===== src/rtl/address_bus_pkg.sv =====
// rtl/address_bus_pkg.sv - memory map constants, FSM/region encodings and the address decode function
package address_bus_pkg;

    localparam logic [15:0] RAM_LIMIT  = 16'h3FFF;
    localparam logic [15:0] VRAM_BASE  = 16'h4000;
    localparam logic [15:0] VRAM_LIMIT = 16'h4FFF;
    localparam logic [15:0] FW_BASE    = 16'h5000;
    localparam logic [15:0] FW_LIMIT   = 16'h6FFF;
    localparam logic [15:0] IO_BASE    = 16'h7000;
    localparam logic [15:0] IO_IRQ     = 16'h7001;
    localparam logic [15:0] IO_CTRL    = 16'h7002;
    localparam logic [15:0] ROM_BASE   = 16'h8000;
    localparam logic [15:0] VEC_BASE   = 16'hFFFA;

    typedef enum logic [1:0] {
        ST_IDLE = 2'd0,
        ST_WAIT = 2'd1,
        ST_ACK  = 2'd2
    } state_e;

    typedef enum logic [2:0] {
        REG_RAM  = 3'd0,
        REG_VRAM = 3'd1,
        REG_FW   = 3'd2,
        REG_IO   = 3'd3,
        REG_ROM  = 3'd4,
        REG_NONE = 3'd5
    } region_e;

    typedef struct packed {
        logic ram;
        logic vram;
        logic fw;
        logic rom;
        logic vec;
        logic io;
    } sel_t;

    // The IO window grows with the number of controller ports; everything
    // above it up to ROM_BASE is unmapped.
    function automatic region_e decode_region(input logic [15:0] addr, input int num_ctrl);
        if (addr <= RAM_LIMIT) begin
            return REG_RAM;
        end else if (addr <= VRAM_LIMIT) begin
            return REG_VRAM;
        end else if (addr <= FW_LIMIT) begin
            return REG_FW;
        end else if (addr < ROM_BASE) begin
            if (int'(addr) <= int'(IO_IRQ) + num_ctrl) begin
                return REG_IO;
            end
            return REG_NONE;
        end
        return REG_ROM;
    endfunction

endpackage


===== src/rtl/ws_counter_m.sv =====
// rtl/ws_counter_m.sv - load/decrement wait-state counter saturating at zero
// Ports: clk, rst (async, active high), load_i/load_val_i (load a new count),
//        dec_i (decrement request), count_o (current count), zero_o (count is zero).
module ws_counter_m #(
    parameter int WS_W = 2
) (
    input  logic            clk,
    input  logic            rst,
    input  logic            load_i,
    input  logic [WS_W-1:0] load_val_i,
    input  logic            dec_i,
    output logic [WS_W-1:0] count_o,
    output logic            zero_o
);

    logic [WS_W-1:0] count_q;
    logic [WS_W-1:0] count_d;

    always_comb begin
        count_d = count_q;
        if (load_i) begin
            count_d = load_val_i;
        end else if (dec_i && (count_q != '0)) begin
            count_d = count_q - 1'b1;
        end
    end

    always_ff @(posedge clk or posedge rst) begin
        if (rst) begin
            count_q <= '0;
        end else begin
            count_q <= count_d;
        end
    end

    assign count_o = count_q;
    assign zero_o  = (count_q == '0);

endmodule


===== src/rtl/address_bus_ws_m.sv =====
// rtl/address_bus_ws_m.sv - registered 6502 address decoder with per-region wait states, IO mux and vblank IRQ
// Ports: clk/rst (async, active high); cpu_address/cpu_rwb/cpu_req in, cpu_ack/io_rdata out;
//        vram_offset and SELECT_* registered region selects; in_vblank/vblank_start/controller_data
//        from PPU and pads; vblank_irq level IRQ. Optional bus_error output when
//        MAPACHE64_ADDRESS_BUS_UNMAPPED_TRAP_EN is defined.
module address_bus_ws_m
    import address_bus_pkg::*;
#(
    parameter int ADDR_W   = 16,
    parameter int WS_W     = 2,
    parameter int RAM_WS   = 0,
    parameter int VRAM_WS  = 1,
    parameter int FW_WS    = 0,
    parameter int IO_WS    = 0,
    parameter int ROM_WS   = 2,
    parameter int NUM_CTRL = 2
) (
    input  logic                  clk,
    input  logic                  rst,
    input  logic [ADDR_W-1:0]     cpu_address,
    input  logic                  cpu_rwb,
    input  logic                  cpu_req,
    output logic                  cpu_ack,
    output logic [7:0]            io_rdata,
    output logic [11:0]           vram_offset,
    output logic                  SELECT_ram,
    output logic                  SELECT_vram,
    output logic                  SELECT_firmware,
    output logic                  SELECT_rom,
    output logic                  SELECT_vectors,
    output logic                  SELECT_io,
    input  logic                  in_vblank,
    input  logic                  vblank_start,
    input  logic [8*NUM_CTRL-1:0] controller_data,
`ifdef MAPACHE64_ADDRESS_BUS_UNMAPPED_TRAP_EN
    output logic                  bus_error,
`endif
    output logic                  vblank_irq
);

    if ((RAM_WS >= (1 << WS_W)) || (VRAM_WS >= (1 << WS_W)) || (FW_WS >= (1 << WS_W)) ||
        (IO_WS >= (1 << WS_W)) || (ROM_WS >= (1 << WS_W))) begin : g_bad_ws
        $error("wait-state parameter does not fit in WS_W bits");
    end
    if ((NUM_CTRL < 1) || (NUM_CTRL > 4) || (ADDR_W != 16)) begin : g_bad_cfg
        $error("NUM_CTRL must be 1..4 and ADDR_W must be 16");
    end

    state_e          state_q, state_d;
    logic [15:0]     addr_q;
    logic            rwb_q;
    region_e         region_q, region_d;
    sel_t            sel_q, sel_d;
    logic [11:0]     off_q;
    logic            ack_q;
    logic [7:0]      rdata_q, rdata_d;
    logic            irq_q;
    logic [WS_W-1:0] ws_load;
    logic [WS_W-1:0] ws_count;
    logic            ws_zero;
    logic            load;
    logic            enter_ack;
    logic            irq_clr;

    assign load      = (state_q == ST_IDLE) && cpu_req;
    assign enter_ack = (state_q == ST_WAIT) && ws_zero;
    assign irq_clr   = enter_ack && !rwb_q && (addr_q == IO_IRQ);

    always_comb begin
        region_d = decode_region(cpu_address, NUM_CTRL);
        sel_d    = '0;
        ws_load  = '0;
        case (region_d)
            REG_RAM:  begin sel_d.ram  = 1'b1; ws_load = WS_W'(RAM_WS);  end
            REG_VRAM: begin sel_d.vram = 1'b1; ws_load = WS_W'(VRAM_WS); end
            REG_FW:   begin sel_d.fw   = 1'b1; ws_load = WS_W'(FW_WS);   end
            REG_IO:   begin sel_d.io   = 1'b1; ws_load = WS_W'(IO_WS);   end
            REG_ROM:  begin
                sel_d.rom = 1'b1;
                sel_d.vec = (cpu_address >= VEC_BASE);
                ws_load   = WS_W'(ROM_WS);
            end
            default:  begin sel_d = '0; ws_load = '0; end
        endcase
    end

    always_comb begin
        state_d = state_q;
        case (state_q)
            ST_IDLE: if (cpu_req) state_d = ST_WAIT;
            ST_WAIT: if (ws_zero) state_d = ST_ACK;
            ST_ACK:  state_d = ST_IDLE;
            default: state_d = ST_IDLE;
        endcase
    end

    // Read data is produced from the latched address so a moving cpu_address
    // during the access cannot disturb it.
    always_comb begin
        rdata_d = 8'h00;
        if (rwb_q && (region_q == REG_IO)) begin
            if (addr_q == IO_BASE) begin
                rdata_d = {7'b0, in_vblank};
            end else if (addr_q == IO_IRQ) begin
                rdata_d = {7'b0, irq_q};
            end else begin
                for (int k = 0; k < NUM_CTRL; k++) begin
                    if (addr_q == IO_CTRL + 16'(k)) begin
                        rdata_d = controller_data[8*k +: 8];
                    end
                end
            end
        end
    end

    ws_counter_m #(.WS_W(WS_W)) u_ws_counter (
        .clk        (clk),
        .rst        (rst),
        .load_i     (load),
        .load_val_i (ws_load),
        .dec_i      (state_q == ST_WAIT),
        .count_o    (ws_count),
        .zero_o     (ws_zero)
    );

    always_ff @(posedge clk or posedge rst) begin
        if (rst) begin
            state_q  <= ST_IDLE;
            addr_q   <= '0;
            rwb_q    <= 1'b0;
            region_q <= REG_NONE;
            sel_q    <= '0;
            off_q    <= '0;
            ack_q    <= 1'b0;
            rdata_q  <= '0;
            irq_q    <= 1'b0;
        end else begin
            state_q <= state_d;
            ack_q   <= enter_ack;
            if (load) begin
                addr_q   <= cpu_address;
                rwb_q    <= cpu_rwb;
                region_q <= region_d;
                sel_q    <= sel_d;
                off_q    <= cpu_address[11:0];
            end else if (state_q == ST_ACK) begin
                sel_q <= '0;
            end
            if (enter_ack) begin
                rdata_q <= rdata_d;
            end
            // A vblank arriving on the clearing edge must not be lost.
            irq_q <= vblank_start || (irq_q && !irq_clr);
        end
    end

`ifdef MAPACHE64_ADDRESS_BUS_UNMAPPED_TRAP_EN
    logic err_q;
    always_ff @(posedge clk or posedge rst) begin
        if (rst) begin
            err_q <= 1'b0;
        end else if (enter_ack && (region_q == REG_NONE)) begin
            err_q <= 1'b1;
        end else if (irq_clr) begin
            err_q <= 1'b0;
        end
    end
    assign bus_error = err_q;
`endif

    assign cpu_ack         = ack_q;
    assign io_rdata        = rdata_q;
    assign vram_offset     = off_q;
    assign SELECT_ram      = sel_q.ram;
    assign SELECT_vram     = sel_q.vram;
    assign SELECT_firmware = sel_q.fw;
    assign SELECT_rom      = sel_q.rom;
    assign SELECT_vectors  = sel_q.vec;
    assign SELECT_io       = sel_q.io;
    assign vblank_irq      = irq_q;

endmodule


===== config.mk =====
export PLATFORM = sky130hd
export DESIGN_NAME = address_bus_ws_m
export DESIGN_NICKNAME = d
export VERILOG_FILES = /design/src/rtl/address_bus_pkg.sv /design/src/rtl/ws_counter_m.sv /design/src/rtl/address_bus_ws_m.sv
export SDC_FILE = /design/constraint.sdc
export NUM_CORES = 1
export LEC_CHECK = 0
export CAP_MARGIN = 20
export CORE_MARGIN = 8
export CORE_UTILIZATION = 36
export CTS_CLUSTER_DIAMETER = 50
export DETAILED_ROUTE_END_ITERATION = 10
export PLACE_DENSITY = 0.66
export SYNTH_ARGS = -nofsm -noshare
export SYNTH_HDL_FRONTEND = slang
export SYNTH_SLANG_ARGS = --single-unit

===== constraint.sdc =====
create_clock -name clk -period 2.4 [get_ports clk]
set_clock_uncertainty 0.1 [all_clocks]
set_input_delay 0.48 -clock clk [delete_from_list [all_inputs] [get_ports clk]]
set_output_delay 0.48 -clock clk [all_outputs]
set_load 0.02 [all_outputs]

; ---- Yosys cells after proc, flatten, opt, wreduce, memory -nomap -nowiden
; Cells that the tools add are included.
[op_classes]
bitwise_logic = 0
div_mod_pow = 0
shift = 0
magnitude_cmp = 6
eq_ne = 13
reduce_logical = 17
mux = 34
multipliers = 0
n_addsub = 1
[ops]
columns = cell, count
row1 = $eq 16x15->1 const B, 4
row2 = $le 16x15->1 const B, 3
row3 = $mux 8, 5
row4 = $mux 3, 7
row5 = $ge 16x16->1 const B, 1
row6 = $le 16x14->1 const B, 1
row7 = $lt 16x16->1 const B, 1
row8 = $mux 1, 13
row9 = $mux 6, 2
row10 = $mux 2, 5
row11 = $eq 3x2->1 const B, 3
row12 = $pmux 2 s2, 2
row13 = $logic_and 1x1->1, 7
row14 = $reduce_bool 2->1, 3
row15 = $logic_not 2->1, 2
row16 = $ne 2x2->1 const B, 2
row17 = $eq 3x1->1 const B, 1
row18 = $eq 3x3->1 const B, 1
row19 = $logic_not 3->1, 1
row20 = $eq 2x1->1 const B, 1
row21 = $eq 2x2->1 const B, 1
row22 = $logic_not 1->1, 2
row23 = $reduce_and 2->1, 1
row24 = $sub 2x1->2 const B, 1
row25 = $logic_or 1x1->1, 1
[totals]
in_bits = 38
ramBits = 0
latch_bits = 0
rom_bits = 0
n_memories = 0
output_inout_bits = 28
ff_bits = 52
elab_cells = 86

; ---- Depth between registers and ports, before layout
; Gate-level depths: netlist of run 1.
[depth]
ltp_word = 15
mapped_depth = 6
ltp_nobuf = 6

; ---- Modules after synthesis
; A second synthesis of run 1 with hierarchy kept.
[hier_totals]
cells_unflattened = 205
hier_area_um2 = 1943.1
[modules_own_cells]
columns = module, seq_area_each_um2, area_each_um2, cells_each, n_inst
row1 = address_bus_ws_m, 953.4, 1808.0, 192, 1
row2 = ws_counter_m, 50.0, 135.1, 13, 1

; ---- Worst setup path after synthesis of run 1
; No wires, ideal clock.
[synth_timing]
kind = register to register
startpoint = register addr_q[2]
endpoint = register irq_q (netlist: vblank_irq)
t_required_ns = 2.182
n_path_buf = 0
setup_time_ns = 0.118
synth_period_minus_slack_ns = 1.731
stages_incl_launch_ff = 5
setup_slack_ns = 0.669
arrival_time_ns = 1.512
cell_sequence = dfrtp_1 or4_4 nor4_4 nand4_1 a21o_1
[synth_between]
elab_chain_len = 5
[synth_lines]
columns = item, line
row1 = "start, declared", address_bus_ws_m.sv:50  ; logic [15:0] addr_q;
row2 = "start signal, assigned", address_bus_ws_m.sv:141  ; addr_q <= cpu_address;
row3 = $eq 16x15->1, address_bus_ws_m.sv:67  ; assign irq_clr = enter_ack && !rwb_q && (addr_q == IO_IRQ);
row4 = $logic_and 1x1->1, address_bus_ws_m.sv:67
row5 = $logic_not 1->1, address_bus_ws_m.sv:153  ; irq_q <= vblank_start || (irq_q && !irq_clr);
row6 = $logic_and 1x1->1, address_bus_ws_m.sv:153
row7 = $logic_or 1x1->1, address_bus_ws_m.sv:153
row8 = "end signal, assigned", address_bus_ws_m.sv:153
row9 = "end, declared", address_bus_ws_m.sv:57  ; logic irq_q;
; Every way passes these cells.
; A chain may end at the register's enable or synchronous reset.

==> metrics.txt, run 1 <==
status complete, no violations; setup TNS 0 ns; die footprint 7958 µm²; die height roughly 90 µm; antenna violations before repair 0; fillcell total about 520; DRT iter0 DRCs 68; critical path's top delay family buffers and inverters; # IOs 66; routed len/inst 14.67 µm; Fmax 498.6 MHz; syn_area_per_cell 9.458 µm²; drt total wl a little under 5000 µm; Post-route DRC 0; first-pass GRT wire length 7962 µm; vias in the first global route 1645; total congestion overflow 0; Core ar. about 5100 µm²; layout cells sized above 1 7.955%; PD cells 1027 nW/µm²; EDFF count, synth 0; fin crit period 2.005 ns; ant diodes 0; FF+latch area 1003 µm²; RSZ-0062 raised after global routing no; final setup vio count 0; htree depth 2; post-DP HPWL 3739 µm; Synth async-reset ratio 100.0%; Sinks on Clock Net 40; post-CTS sizing 0; uppermost routed layer met4; global placement routability congestion around 0.74; DR vias 1600; ANT nets after route 0; clock transition at the registers of the reported paths 0.08 ns; Max stage delay on crit path 0.66 ns; Final period util 83.56%; Clock Latency Late Sink 0.29 ns; Yosys warning total 0; Worst path slowest cell clkdlybuf4s50_1; Longest Clk Path Bufs 2; slew margin rel. 66.77%; CTS tree yes; WP data arrival 1.43 ns; Mapped Area 1929 µm²; Nets 302; endpoints failing hold 0; syn nets 243; Mapped Cells about 200; main area contributors after synthesis dfrtp_1 49%, nand2_1 13%, buf_4 4.7%, mux2i_1 3.6%, dfstp_2 2.7%; crit path max fanout 5; Pins Over Slew Limit 0; area of the multi-input gates approximately 780 µm²; row count 26; WL met2 2272 µm; CP required 1.82 ns; Hold Buf Count CTS 0; Worst setup EP type primary output; share of the synthesized area in the top cell type 49.29%; Initial Utilization 37.54%; total power ~2800 µW; Synth Register Bits 40; number of CTS-inserted buffers 5; gr usage total 12.84%; drt first pass iters 4; worst-case hold slack 0.3734 ns; clock root buffer clkbuf_8; Synth area leader dfrtp_1; sequential-to-total area share from yosys stat between 50% and 60%; distinct cell type count after synthesis 39; port bufs 65; CP Class flop to primary output; wire length on met3 about 440 µm; Syn-to-layout area delta 39.23%; largest net degree at the start of global routing 41; peak supply drop 0.4893 mV; via/cell ratio 4.790; Critical Path, Cell by Cell clkdlybuf4s50_1; ys flop type dfrtp_1; Leakage Power 0.001203 µW; worst path buffer plus inverter count 1; Worst Tran Pin Value 0.4985 ns; setup slack, reg-to-reg 0.56 ns; max-cap viol count 0; met1 wire length 2132 µm; Startpoint Class flop; Min-Delay Path Class flop to flop; die width 89.21 µm; postcts setup bufs 0
## sequential cells by signal (all words and copies together) (netlist names)
register	cells
u_ws_counter.count_o	2
SELECT_vram	1
SELECT_firmware	1
SELECT_rom	1
SELECT_io	1
SELECT_ram	1
addr_q	16
region_q	3
vblank_irq	1
io_rdata	8
SELECT_vectors	1
state_q	2
rwb_q	1
cpu_ack	1
## area by class of cell
class | count | share of cell area [%]
multi-input combinational | 138 | 29.16
timing repair buffer | 71 | 25.90
inverter | 7 | 0.9781
clock buffer | 8 | 3.354
tap | 70 | 3.260
sequential | 40 | 37.35
## worst paths after layout
check | startpoint | to | cells after the start
setup / recovery | addr_q[1]$_DFFE_PP0P_ | vram_offset[1] | 1
hold / removal | io_rdata[0]$_DFFE_PP0P_ | io_rdata[0]$_DFFE_PP0P_ | 2
setup reg to reg | addr_q[2]$_DFFE_PP0P_ | io_rdata[1]$_DFFE_PP0P_ | 4
hold reg to reg | io_rdata[0]$_DFFE_PP0P_ | io_rdata[0]$_DFFE_PP0P_ | 2
max in group asynchronous | rst | region_q[2]$_DFFE_PP1P_ | 3
min in group asynchronous | rst | io_rdata[2]$_DFFE_PP0P_ | 3
## worst reg2reg max path, cell delays in order (launching register included)
cell and delay [ns]:
dfrtp_1 0.40, or4_4 0.55, nor4_4 0.34, nand4_4 0.19
o21ai_1 0.17
## layout by cell type (no fill, tap or decap), types with 6 or more instances in the layout
| master | instances |
|---|---|
| clkbuf_8 | 6 |
| buf_4 | 6 |
| nand2_1 | 66 |
| o21ai_0 | 10 |
| mux2i_1 | 7 |
| clkdlybuf4s50_1 | 65 |
| dfrtp_1 | 38 |
| inv_1 | 7 |
| nor2_1 | 7 |
| o21ai_1 | 7 |
## routing by layer
layer / up-vias / track usage, %
met4: 0 / 4.532
met1: 747 / 16.21
li1: 800 / -
met2: 48 / 19.87
met3: 5 / 4.412
met5: - / 0
## Yosys cell counts, drive strengths merged, types with 3 or more instances
| cell type | n |
|---|---|
| buf | 16 |
| clkbuf | 3 |
| dfrtp | 38 |
| inv | 7 |
| mux2i | 7 |
| nand2 | 66 |
| nand3 | 4 |
| nand4 | 5 |
| nor2 | 7 |
| nor4 | 3 |
| o21ai | 17 |
| or4 | 3 |
## cell families after synthesis
group | after synthesis | synth area share, %
xor gates and xnor gates | 1 | 0.4540
DFF | 40 | 52.01
and+or+nand+nor | 98 | 24.58
muxes | 9 | 5.383
AOI/OAI and AO/OA | 29 | 9.274
buffers and inverters | 26 | 7.653
adders and majority gates | 1 | 0.6484
## report_power, final
part           switching, µW  internal [µW]  total, µW  leakage, µW
Clock                    224            235        459    0.0000455
Combinational            610            567       1180     0.000651
Sequential               203            920       1120     0.000506
## stage by stage
stage	std cells	utilization (%)	cell area, µm²	worst slack (ns)
floorplan	204	-	1929	0.6695
global placement	326	50.51	2596	0.3045
detailed placement	326	50.51	2596	0.2648
CTS	334	52.26	2686	0.3774
global route	334	52.26	2686	0.3278
finish	334	52.26	2686	0.3945
Note: power is estimated with default switching activity, not from simulation.
==> run 2, diff against run 1 <==
==> constraint.sdc (replaced) <==
create_clock -name clk -period 1.95 [get_ports clk]
set_clock_uncertainty 0.1 [all_clocks]
set_input_delay 0.39 -clock clk [delete_from_list [all_inputs] [get_ports clk]]
set_output_delay 0.39 -clock clk [all_outputs]
set_load 0.02 [all_outputs]
==> run 2 against run 1 <==
Against the previous run:
- combinational power increased by 27%
- cell count increased by 2.4%
- core utilization increased by 1.8 points
- largest cell class unchanged
- flip-flop and latch count unchanged
- largest power group unchanged
- highest routed layer unchanged
==> metrics.txt, run 2 (synthesized netlist as in run 1, its figures left out) <==
Post-route DRC 0 (unchanged); drt first pass iters 4 (unchanged); number of CTS-inserted buffers 5 (unchanged); clock transition at the registers of the reported paths 0.08 ns (about the same); peak supply drop 0.5934 mV (+21%); Setup WS post-layout 0.1091 ns (-0.2855 ns); DRT iter0 DRCs 95 (+40%); PD cells 1245 nW/µm² (+21%); Sinks on Clock Net 40 (unchanged); Clock Latency Late Sink 0.30 ns (about the same); die footprint 7958 µm² (unchanged); Initial Utilization 37.54% (unchanged); max reg flops 16 (unchanged); setup TNS 0 ns (unchanged); setup slack, reg-to-reg 0.16 ns (-0.40 ns); fillcell total 509 (-2.5%); most frequent cells in the layout 66 x nand2_1, 64 x clkdlybuf4s50_1, 38 x dfrtp_1; max-cap viol count 0 (unchanged); # IOs 66 (unchanged); Longest Clk Path Bufs 2 (unchanged); Startpoint Class flop; drt total wl 4981 µm (+1.6%); post-DP HPWL 3866 µm (+3.4%); CP Class flop to primary output; Min-Delay Path Class input pin to async pin; Core ar. 5140 µm² (unchanged); Leakage Power 0.001270 µW (+5.5%); clock root buffer clkbuf_8; slew margin rel. 72.28% (+5.5 points); Syn-to-layout area delta 43.90%; Worst setup EP type primary output; port bufs 65 (unchanged); vias in the first global route 1751 (+6.4%); status complete, no violations; Pins Over Slew Limit 0 (unchanged); first-pass GRT wire length 8335 µm (+4.7%); row count 26 (unchanged); gr usage total 13.61% (+0.77 points); total congestion overflow 0 (unchanged); worst path buffer plus inverter count 1 (unchanged); critical path's top delay family buffers and inverters; crit path max fanout 3 (-2); post-placement setup slack -0.03105 ns (-0.2958 ns); ANT nets after route 0 (unchanged); CP required 1.46 ns (-0.36 ns); CTS tree yes; Final period util 94.41%; Worst path slowest cell clkdlybuf4s50_1; R2R Path End vblank_irq$_DFF_PP0_; Biggest register addr_q; ant diodes 0 (unchanged); Max stage delay on crit path 0.64 ns (-0.02 ns); Worst Tran Pin Value 0.4120 ns (-0.08646 ns); layout cells sized above 1 11.40% (+3.4 points); via/cell ratio 4.746 (-0.94%); global placement routability congestion 0.8060 (+8.8%); fin crit period between 1.5 and 2 ns; die width 89.21 µm (unchanged); Reg2Reg Depth 4 (unchanged); WP data arrival 1.35 ns (-0.08 ns); RR Startpoint addr_q[7]$_DFFE_PP0P_; Fmax between 500 and 600 MHz; Critical Path, Cell by Cell clkdlybuf4s50_1; antenna violations before repair 0 (unchanged); die height 89.21 µm (unchanged); endpoints failing hold 0 (unchanged); RSZ-0062 raised after global routing no; Nets 310 (+2.6%); routed len/inst 14.56 µm (-0.75%); largest net degree at the start of global routing 41 (unchanged); total power 3456 µW (+25%); commonest non-fill, non-tap cell in the layout nand2_1; final setup vio count 0 (unchanged); DR vias 1623 (+1.4%); htree depth 2 (unchanged)
-- run 2: changes by cell type in the layout (fill, tap and decap cells not counted), sizes merged --
cell           delta
clkbuf            -2
clkdlybuf4s50     -1
clkinv            +2
buf               +8
dlymetal6s2s      +1
-- run 2: where the power goes --
part	leakage, µW	total, µW	internal (µW)	switching, µW
Combinational	0.000712	1500	744	759
Sequential	0.000506	1380	1130	249
Clock	0.0000510	572	282	289
-- run 2: layout make-up --
cell class | instances | area (µm²) | share of cell area (%)
inverters | 7 | 26.28 | 0.9464
repair buffers | 79 | 783.3 | 28.21
multi-input cells | 138 | 783.3 | 28.21
clock inverters | 2 | 10.01 | 0.3605
clock buffers | 6 | 82.58 | 2.974
flip-flops and latches | 40 | 1003 | 36.14
well taps | 70 | 87.58 | 3.155
-- run 2: worst max-delay path by stage --
stage | start | endpoint | slack [ns] | depth (start not counted)
finish | addr_q[6]$_DFFE_PP0P_ | vram_offset[6] | 0.11 | 1
global route | addr_q[7]$_DFFE_PP0P_ | io_rdata[7]$_DFFE_PP0P_ | 0.01 | 4
CTS | addr_q[1]$_DFFE_PP0P_ | vram_offset[1] | 0.01 | 1
floorplan | addr_q[2]$_DFFE_PP0P_ | vblank_irq$_DFF_PP0_ | 0.22 | 4
detailed placement | cpu_req | SELECT_vectors$_DFFE_PP0P_ | -0.03 | 5
global placement | cpu_req | SELECT_vectors$_DFFE_PP0P_ | 0.005 | 5
-- run 2: metal layers --
metal / GRT usage, % / vias up / share of wire [%]
li1: - / 814 / -
met1: 17.87 / 752 / 45
met2: 20.40 / 51 / 47
met3: 5.423 / 6 / 7.8
met4: 3.172 / 0 / 0.92
met5: 0 / - / 0
-- run 2: through the flow --
stage	std cells	cell area [µm²]	hold slack (ns)	utilization, %
after floorplan	204	1929	0.3380	-
after global placement	334	2681	0.3502	52.17
after detailed placement	334	2681	0.3634	52.17
after CTS	342	2774	0.3555	53.97
after global routing	342	2776	0.3754	54.02
final	342	2776	0.3399	54.02
-- run 2: repair_timing --
| item | in CTS | in global routing |
|---|---|---|
| gates resized for setup | 0 | 1 |
| endpoints found under the setup margin | 0 | 4 |
| hold buffers | 0 | 0 |
| setup buffers | 0 | 0 |
| hold endpoints to repair | 0 | 0 |
==> run 3, diff against run 2 <==
--- a/config.mk
+++ b/config.mk
@@ -6,11 +6,11 @@
 export NUM_CORES = 1
 export LEC_CHECK = 0
 export CAP_MARGIN = 20
-export CORE_MARGIN = 8
+export CORE_MARGIN = 5
 export CORE_UTILIZATION = 36
 export CTS_CLUSTER_DIAMETER = 50
 export DETAILED_ROUTE_END_ITERATION = 10
-export PLACE_DENSITY = 0.66
+export PLACE_DENSITY_LB_ADDON = 0.15
 export SYNTH_ARGS = -nofsm -noshare
 export SYNTH_HDL_FRONTEND = slang
 export SYNTH_SLANG_ARGS = --single-unit
==> constraint.sdc (replaced) <==
create_clock -name clk -period 2.1 [get_ports clk]
set_clock_uncertainty 0.1 [all_clocks]
set_input_delay 0.42 -clock clk [delete_from_list [all_inputs] [get_ports clk]]
set_output_delay 0.42 -clock clk [all_outputs]
set_load 0.02 [all_outputs]
==> run 3 against run 2 <==
Against the previous run:
- via count is 1.8% higher
- global-route usage up 0.43 points
- largest cell class unchanged
- die area fell by 13%
- count of clock-buffer cells in the layout increased by 1
- first-iteration DRC count decreased by 13%
- clock power down 16%
- non-clock buffer count down 2
- critical endpoint is now vram_offset[1]
- power fell by 8.9%
- worst hold slack better by 0.029 ns
- register-to-register slack improved by 0.09 ns
- sequential power decreased by 7%
==> metrics.txt, run 3 (synthesized netlist as in run 1, its figures left out) <==
gr usage total 14.04% (+0.43 points); vias in the first global route 1668 (-4.7%); Worst path slowest cell clkdlybuf4s50_1; Worst setup EP type primary output; clock root buffer clkbuf_8; WP data arrival 1.42 ns (+0.07 ns); row count 26 (unchanged); crit path max fanout 5 (+2); htree depth 2 (unchanged); total congestion overflow 0 (unchanged); CTS tree yes; PD cells 1151 nW/µm² (-7.5%); largest net degree at the start of global routing 41 (unchanged); Sinks on Clock Net 40 (unchanged); commonest non-fill, non-tap cell in the layout nand2_1; endpoints failing hold 0 (unchanged); worst path buffer plus inverter count 1 (unchanged); most frequent cells in the layout 66 x nand2_1, 65 x clkdlybuf4s50_1, 38 x dfrtp_1; drt first pass iters 4 (unchanged); routed len/inst 13.88 µm (-4.7%); Post-route DRC 0 (unchanged); antenna violations before repair 0 (unchanged); # IOs 66 (unchanged); Initial Utilization 37.30% (-0.24 points); Biggest register addr_q; Leakage Power 0.001233 µW (-2.9%); Critical Path, Cell by Cell clkdlybuf4s50_1; critical path's top delay family buffers and inverters; CP required 1.58 ns (+0.12 ns); CP Class flop to primary output; Hold Buf Count CTS 0 (unchanged); global placement routability congestion 0.8021 (-0.48%); Final period util 92.54%; final setup vio count 0 (unchanged); Min-Delay Path Class flop to flop; status complete, no violations; first-pass GRT wire length 7928 µm (-4.9%); Syn-to-layout area delta 41.76%; fin crit period ~2 ns; fillcell total 481 (-5.5%); post-DP HPWL 3638 µm (-5.9%); peak supply drop 0.4986 mV (-16%); via/cell ratio 4.859 (+2.4%); slew margin rel. 70.72% (-1.6 points); Longest Clk Path Bufs 2 (unchanged); layout cells sized above 1 10.00% (-1.4 points); die height 83.21 µm (-6.7%); total power 3148 µW (-8.9%); setup TNS 0 ns (unchanged); Fmax roughly 510 MHz; DRT iter0 DRCs 83 (-13%); ANT nets after route 0 (unchanged); Core ar. 5172 µm² (+0.63%); drt total wl 4718 µm (-5.3%); max reg flops 16 (unchanged); number of CTS-inserted buffers 5 (unchanged); port bufs 65 (unchanged); DR vias 1652 (+1.8%); ant diodes 0 (unchanged); Pins Over Slew Limit 0 (unchanged); Startpoint Class flop; max-cap viol count 0 (unchanged); Final Instance Area 2735 µm² (-1.5%); clock transition at the registers of the reported paths 0.07 ns (about the same); Worst Tran Pin Value 0.4366 ns (+0.02459 ns); post-CTS sizing 0 (unchanged); RSZ-0062 raised after global routing no; area post-placement 2654 µm² (-1.0%); die width 83.21 µm (-6.7%); postcts setup bufs 0 (unchanged); Clock Latency Late Sink 0.29 ns (about the same); die footprint 6923 µm² (-13%); Max stage delay on crit path 0.66 ns (+0.02 ns); Nets 308 (-0.65%)
run 3: cell type report:
| class | count | area [µm²] | area share (%) |
|---|---|---|---|
| clock buffers | 7 | 76.32 | 2.790 |
| clock inverters | 1 | 5.005 | 0.1830 |
| inverters | 7 | 26.28 | 0.9607 |
| multi-input cells | 138 | 783.3 | 28.64 |
| flip-flops and latches | 40 | 1003 | 36.69 |
| well taps | 70 | 87.58 | 3.202 |
| repair buffers | 77 | 753.2 | 27.54 |
run 3: worst paths after layout:
| check | start | to | slack [ns] | cells after the start |
|---|---|---|---|---|
| max | addr_q[1]$_DFFE_PP0P_ | vram_offset[1] | 0.16 | 1 |
| min in group asynchronous | rst | addr_q[9]$_DFFE_PP0P_ | 0.39 | 3 |
| min reg2reg | io_rdata[0]$_DFFE_PP0P_ | io_rdata[0]$_DFFE_PP0P_ | 0.37 | 2 |
| max reg2reg | addr_q[2]$_DFFE_PP0P_ | vblank_irq$_DFF_PP0_ | 0.25 | 4 |
| max in group asynchronous | rst | region_q[0]$_DFFE_PP1P_ | 1.26 | 3 |
| min | io_rdata[0]$_DFFE_PP0P_ | io_rdata[0]$_DFFE_PP0P_ | 0.37 | 2 |
run 3: stage by stage:
| stage | utilization, % | hold WS, ns | instances | setup slack [ns] |
|---|---|---|---|---|
| after global routing | 52.88 | 0.3917 | 340 | 0.09349 |
| after CTS | 52.88 | 0.3764 | 340 | 0.1422 |
| after global placement | 51.31 | 0.3489 | 332 | 0.06700 |
| final | 52.88 | 0.3687 | 340 | 0.1567 |
| after floorplan | - | 0.3380 | 204 | 0.3695 |
| after detailed placement | 51.31 | 0.3578 | 332 | 0.04819 |
run 3: power by group:
| part | total [µW] | internal (µW) | switching [µW] |
|---|---|---|---|
| clock network | 482 | 233 | 249 |
| logic | 1380 | 682 | 695 |
| registers | 1290 | 1050 | 237 |
run 3: layer usage:
metal | track usage (%) | part of all wire [%] | up-vias | routed length [µm]
met5 | 0 | 0 | - | 0
met4 | 4.160 | 1.1 | 0 | 50
met3 | 4.653 | 6.7 | 5 | 318
met2 | 23.03 | 46 | 54 | 2168
met1 | 17.53 | 46 | 781 | 2181
li1 | - | - | 812 | -
